[config.mk]
export PLATFORM = sky130hd
export DESIGN_NAME = ltl_monitor_sequencer
export DESIGN_NICKNAME = d
export VERILOG_FILES = /design/src/rtl/ltl_monitor_sequencer.sv
export SDC_FILE = /design/constraint.sdc
export NUM_CORES = 1
export LEC_CHECK = 0
export BUFFER_PORTS_ARGS = -buffer_cell sky130_fd_sc_hd__buf_2
export CAP_MARGIN = 5
export CORE_ASPECT_RATIO = 0.5
export CORE_MARGIN = 1.5
export CORE_UTILIZATION = 61
export CTS_CLUSTER_SIZE = 40
export DETAILED_ROUTE_END_ITERATION = 12
export PLACE_DENSITY = 0.92
export REMOVE_ABC_BUFFERS = 1
export SYNTH_ARGS = -nofsm -noshare
export SYNTH_HDL_FRONTEND = slang
export SYNTH_SLANG_ARGS = --single-unit
[constraint.sdc]
create_clock -name clk -period 3.8 [get_ports clk]
set_input_delay 0.19 -clock clk [delete_from_list [all_inputs] [get_ports clk]]
set_output_delay 0.19 -clock clk [all_outputs]
set_load 0.01 [all_outputs]
[src/rtl/ltl_monitor_sequencer.sv]
// Sequences one LTL automata cluster: reset window, symbol feed, and tagged report capture.
// Non-zero report vectors are queued with the index of the symbol that produced them.
module ltl_monitor_sequencer #(
  parameter int SYM_W       = 8,
  parameter int N_RPT       = 4,
  parameter int FIFO_DEPTH  = 4,
  parameter int IDX_W       = 16,
  parameter int INIT_CYCLES = 2
) (
  input  logic             clk,
  input  logic             reset,
  input  logic             start,
  input  logic             stop,
  input  logic             sym_valid,
  input  logic [SYM_W-1:0] sym_data,
  output logic             sym_ready,
  output logic             am_reset,
  output logic             am_run,
  output logic [SYM_W-1:0] am_symbols,
  input  logic [N_RPT-1:0] am_report,
  output logic             rpt_valid,
  input  logic             rpt_ready,
  output logic [N_RPT-1:0] rpt_vec,
  output logic [IDX_W-1:0] rpt_idx,
  output logic             busy
);

  localparam int PTR_W = $clog2(FIFO_DEPTH);
  localparam int CNT_W = PTR_W + 1;
  localparam int ICW   = $clog2(INIT_CYCLES + 1);

  typedef enum logic [2:0] {S_IDLE, S_INIT, S_ARM, S_RUN, S_DRAIN} state_t;
  typedef struct packed {
    logic [N_RPT-1:0] vec;
    logic [IDX_W-1:0] idx;
  } rpt_t;

  state_t           state;
  logic [ICW-1:0]   init_cnt;
  logic [IDX_W-1:0] idx, idx_q;
  logic             rep_pend;
  rpt_t             mem [FIFO_DEPTH];
  logic [PTR_W-1:0] wr_ptr, rd_ptr;
  logic [CNT_W-1:0] count;
  logic [CNT_W:0]   occ;
  logic             accept, push, pop;

  // A symbol in flight reserves a FIFO slot, so a full FIFO can never be pushed.
  assign occ       = {1'b0, count} + {{CNT_W{1'b0}}, rep_pend};
  assign sym_ready = (state == S_RUN) && (occ < (CNT_W+1)'(FIFO_DEPTH));
  assign accept    = sym_valid & sym_ready;
  assign am_run    = accept;
  assign am_symbols = sym_data;
  assign push      = ((state == S_RUN) || (state == S_DRAIN)) && rep_pend && (|am_report);
  assign rpt_valid = (count != '0);
  assign pop       = rpt_valid & rpt_ready;
  assign rpt_vec   = mem[rd_ptr].vec;
  assign rpt_idx   = mem[rd_ptr].idx;
  assign busy      = (state != S_IDLE);

  always_ff @(posedge clk or posedge reset) begin
    if (reset) begin
      state    <= S_IDLE;
      am_reset <= 1'b1;
      init_cnt <= '0;
      idx      <= '0;
      idx_q    <= '0;
      rep_pend <= 1'b0;
      wr_ptr   <= '0;
      rd_ptr   <= '0;
      count    <= '0;
    end else begin
      rep_pend <= accept;
      if (accept) begin
        idx_q <= idx;
        idx   <= idx + IDX_W'(1);
      end
      if (push) wr_ptr <= wr_ptr + PTR_W'(1);
      if (pop)  rd_ptr <= rd_ptr + PTR_W'(1);
      count <= count + CNT_W'(push) - CNT_W'(pop);

      case (state)
        S_IDLE: begin
          am_reset <= 1'b1;
          if (start) begin
            state    <= S_INIT;
            init_cnt <= '0;
            idx      <= '0;
            rep_pend <= 1'b0;
            wr_ptr   <= '0;
            rd_ptr   <= '0;
            count    <= '0;
          end
        end
        S_INIT: begin
          if (init_cnt == ICW'(INIT_CYCLES - 1)) state <= S_ARM;
          else init_cnt <= init_cnt + ICW'(1);
        end
        // Dropping am_reset on the edge that sees valid puts start-of-data on the first accept.
        S_ARM: begin
          if (sym_valid) begin
            state    <= S_RUN;
            am_reset <= 1'b0;
          end
        end
        S_RUN: begin
          if (stop) state <= S_DRAIN;
        end
        S_DRAIN: begin
          state    <= S_IDLE;
          am_reset <= 1'b1;
        end
        default: begin
          state    <= S_IDLE;
          am_reset <= 1'b1;
        end
      endcase
    end
  end

  always_ff @(posedge clk) begin
    if (push) begin
      mem[wr_ptr] <= '{vec: am_report, idx: idx_q};
      assert (count != CNT_W'(FIFO_DEPTH));
    end
  end

endmodule

==> flow_metrics.tcl <==
set metrics [dict create \
    yosysSeqAreaShare 0.678 \
    drt_first_iter_violations 295 \
    use_met1 0.370 \
    post-route-period-util 0.730 \
    synth_most_common_cell "edfxtp_1" \
    fp-row-count 23 \
    layout.nets 384 \
    area_growth_pct 14.7 \
    critPathMaxStageDelay_ns 0.59 \
    clkTransAtPathRegs_ns 0.06 \
    core_um2 8170 \
    slew_violations 0 \
    grt-ovfl-total 0 \
    rsz0062_at_grt "false" \
    die-height_um 68.5 \
    hpwl_um 6560 \
    crit_type "flop to output port" \
    cts.sinks 126 \
    syn_avg_cell_area_um2 16.4 \
    yosys.area.top_type_share 0.458 \
    cts_inserted_buffers 17 \
    powerDensity_nw_per_um2 671 \
    min_period_ns 2.78 \
    io_pins 51 \
    grt_max_degree 47 \
    use_met3 0.0936 \
    grt_pass1_vias 3168 \
    hold_buffers 1 \
    cp-end-kind "output port" \
    ff2ff_path_depth 10 \
    crit_chain "ha_1 > o211a_1 > o22a_2 > nor2_4 > buf_2" \
    antenna_found_initial 0 \
    relSlewSlack 0.266 \
    cts_tree "yes" \
    post_cts_resized 0 \
    arrival_ns 2.59 \
    fin_cells 481 \
    vias 3171 \
    r2r_slack_ns 1.25 \
    synth_area_leaders "edfxtp_1 (46%), dfrtp_1 (21%), mux4_2 (8.6%), ha_1 (2.1%), mux2_1 (2.1%)" \
    max_freq_mhz 360 \
    die_area_um2 9190 \
    endpoint "am_run" \
    synth_area_leader_cell "edfxtp_1" \
    drt_wl_total_um 11900 \
    layout-drive-gt1-share 0.263 \
    p_leak_nw 2.41 \
    placed_cells 448 \
    synthDistinctLibCells 46 \
    syn_inst 319 \
    synth-seq-cells 126 \
    grt.busiest_layer "met2" \
    fin_area_um2 6010 \
    worstSetupStartpoint "count[1]" \
    place_congestion 0.807 \
    r2r_end "count[2]" \
    crit_fanout 30 \
    grt_pass1_wl_um 18200 \
    max-vdd-ir-drop_mv 0.377 \
    antenna_left 0 \
    dr.pass1.iters 5 \
    ys_warn_count 0 \
    start_kind "flop" \
    grtUsageTotal 0.284 \
    cts_root_buf "clkbuf_16" \
    cts_buffer_depth 2 \
    use_met2 0.465 \
    vias_per_cell 6.59 \
    diodes 0 \
    htreeDepth 4 \
    hp-class "input pin to flop" \
    yosys-top-cells-count "edfxtp_1 (80), dfrtp_1 (45), mux4_2 (20), a21oi_1 (15), nor2_1 (12)" \
    worstSkewPairLatency_ns 0.41 \
    setup_viol 0 \
    synth_edf_count 80 \
    critPathRequiredTime_ns 3.61 \
    rr_startpoint "state[0]" \
    cts_setup_buffers 0 \
    hold_violations 0 \
    async_reset_ff_frac 0.365 \
    hold_ws_ns 0.0314 \
    finClkSkew_ns 0.00930 \
    setup_tns_ns 0 \
    cap_viol_max_count 0 \
    start_util 0.641 \
    finalWorstSetupSlack_ns 1.03 \
    syn_area_um2 5240 \
    dp_slack_ns 1.25 \
    critical-path-slowest-cell "nor2_4" \
    avgRoutedWirePerCell_um 24.7 \
    io_buffers 34 \
    drc_errors 0 \
    placed_cell_area_um2 5440 \
    die_x_um 134 \
    status "finished clean" \
    yosys_most_used_dff "edfxtp_1" \
    tightest_slew_ns 1.10 \
]
state kept, by name, indices dropped and copies added (netlist names):
register	count
state	3
rd_ptr	2
idx_q	16
rep_pend	1
count	3
init_cnt	2
am_reset	1
mem	80
idx	16
wr_ptr	2
per-stage QoR:
| stage | total power, mW | util |
|---|---|---|
| 5_1_grt | 4.17 | 0.735 |
| 3_5_place_dp | 2.48 | 0.666 |
| 2_1_floorplan | 2.20 | - |
| 6_report | 4.03 | 0.735 |
| 3_3_place_gp | 2.42 | 0.666 |
| 4_1_cts | 4.04 | 0.735 |
where the power goes:
part           internal, mW  switching [mW]
clock network         0.960           0.594
logic                 0.373           0.444
registers              1.53           0.129
total                  2.86            1.17
layout make-up:
class / count / area, um^2
Timing Repair Buffer: 39 / 210
Inverter: 10 / 37.5
Multi-Input combinational cell: 162 / 1510
Sequential cell: 126 / 3550
Fill cell: 422 / 2160
Clock inverter: 11 / 119
Clock buffer: 21 / 440
Tap cell: 112 / 140
how the worst min path moves through the flow:
stage | endpoint | start | cells after the start | slack, ns
finish | mem[3][16] | am_report[0] | 1 | 0.03
global route | mem[3][19] | am_report[3] | 1 | 0.02
CTS | mem[3][19] | am_report[3] | 1 | 0.02
detailed placement | idx_q[12] | reset | 3 | 0.36
global placement | init_cnt[1] | reset | 3 | 0.37
floorplan | mem[0][16] | am_report[0] | 0 | 0.29
kinds of logic after synthesis:
kind of cell | after synthesis | synth area share
DFF | 126 | 0.678
adders and majority gates | 10 | 0.0253
muxes | 41 | 0.130
AOI/OAI and AO/OA | 37 | 0.0458
xor gates and xnor gates | 4 | 0.00669
and+or+nand+nor | 70 | 0.0800
buffers and inverters | 31 | 0.0341
cells in the final DEF, fill, tap and decap left out, types with 5 or more instances in the layout:
cell | netlist | routed
a21oi_1 | 15 | 15
and2_1 | 9 | 9
buf_2 | 5 | 34
clkbuf_16 | 0 | 17
dfrtp_1 | 45 | 45
edfxtp_1 | 80 | 80
ha_1 | 9 | 9
inv_1 | 10 | 9
mux2_1 | 10 | 10
mux2_2 | 6 | 6
mux2i_1 | 5 | 5
mux4_2 | 20 | 20
nand2_1 | 11 | 11
nand3_1 | 6 | 6
nor2_1 | 12 | 12
o31ai_1 | 11 | 11
or4_1 | 11 | 11
worst max-delay path: cells and delay by family, from the launching register on:
kind	cells	cell delay [ns]
AOI/OAI and AO/OA	2	0.64
DFF	1	0.45
buffers and inverters	1	0.25
and+or+nand+nor	1	0.59
adders and majority gates	1	0.25
metal layers:
metal	part of all wire	vias up
met4	0.017	0
met3	0.10	29
li1	-	1303
met1	0.41	1611
met2	0.48	228
met5	0	-
Note: power is estimated with default switching activity, not from simulation.
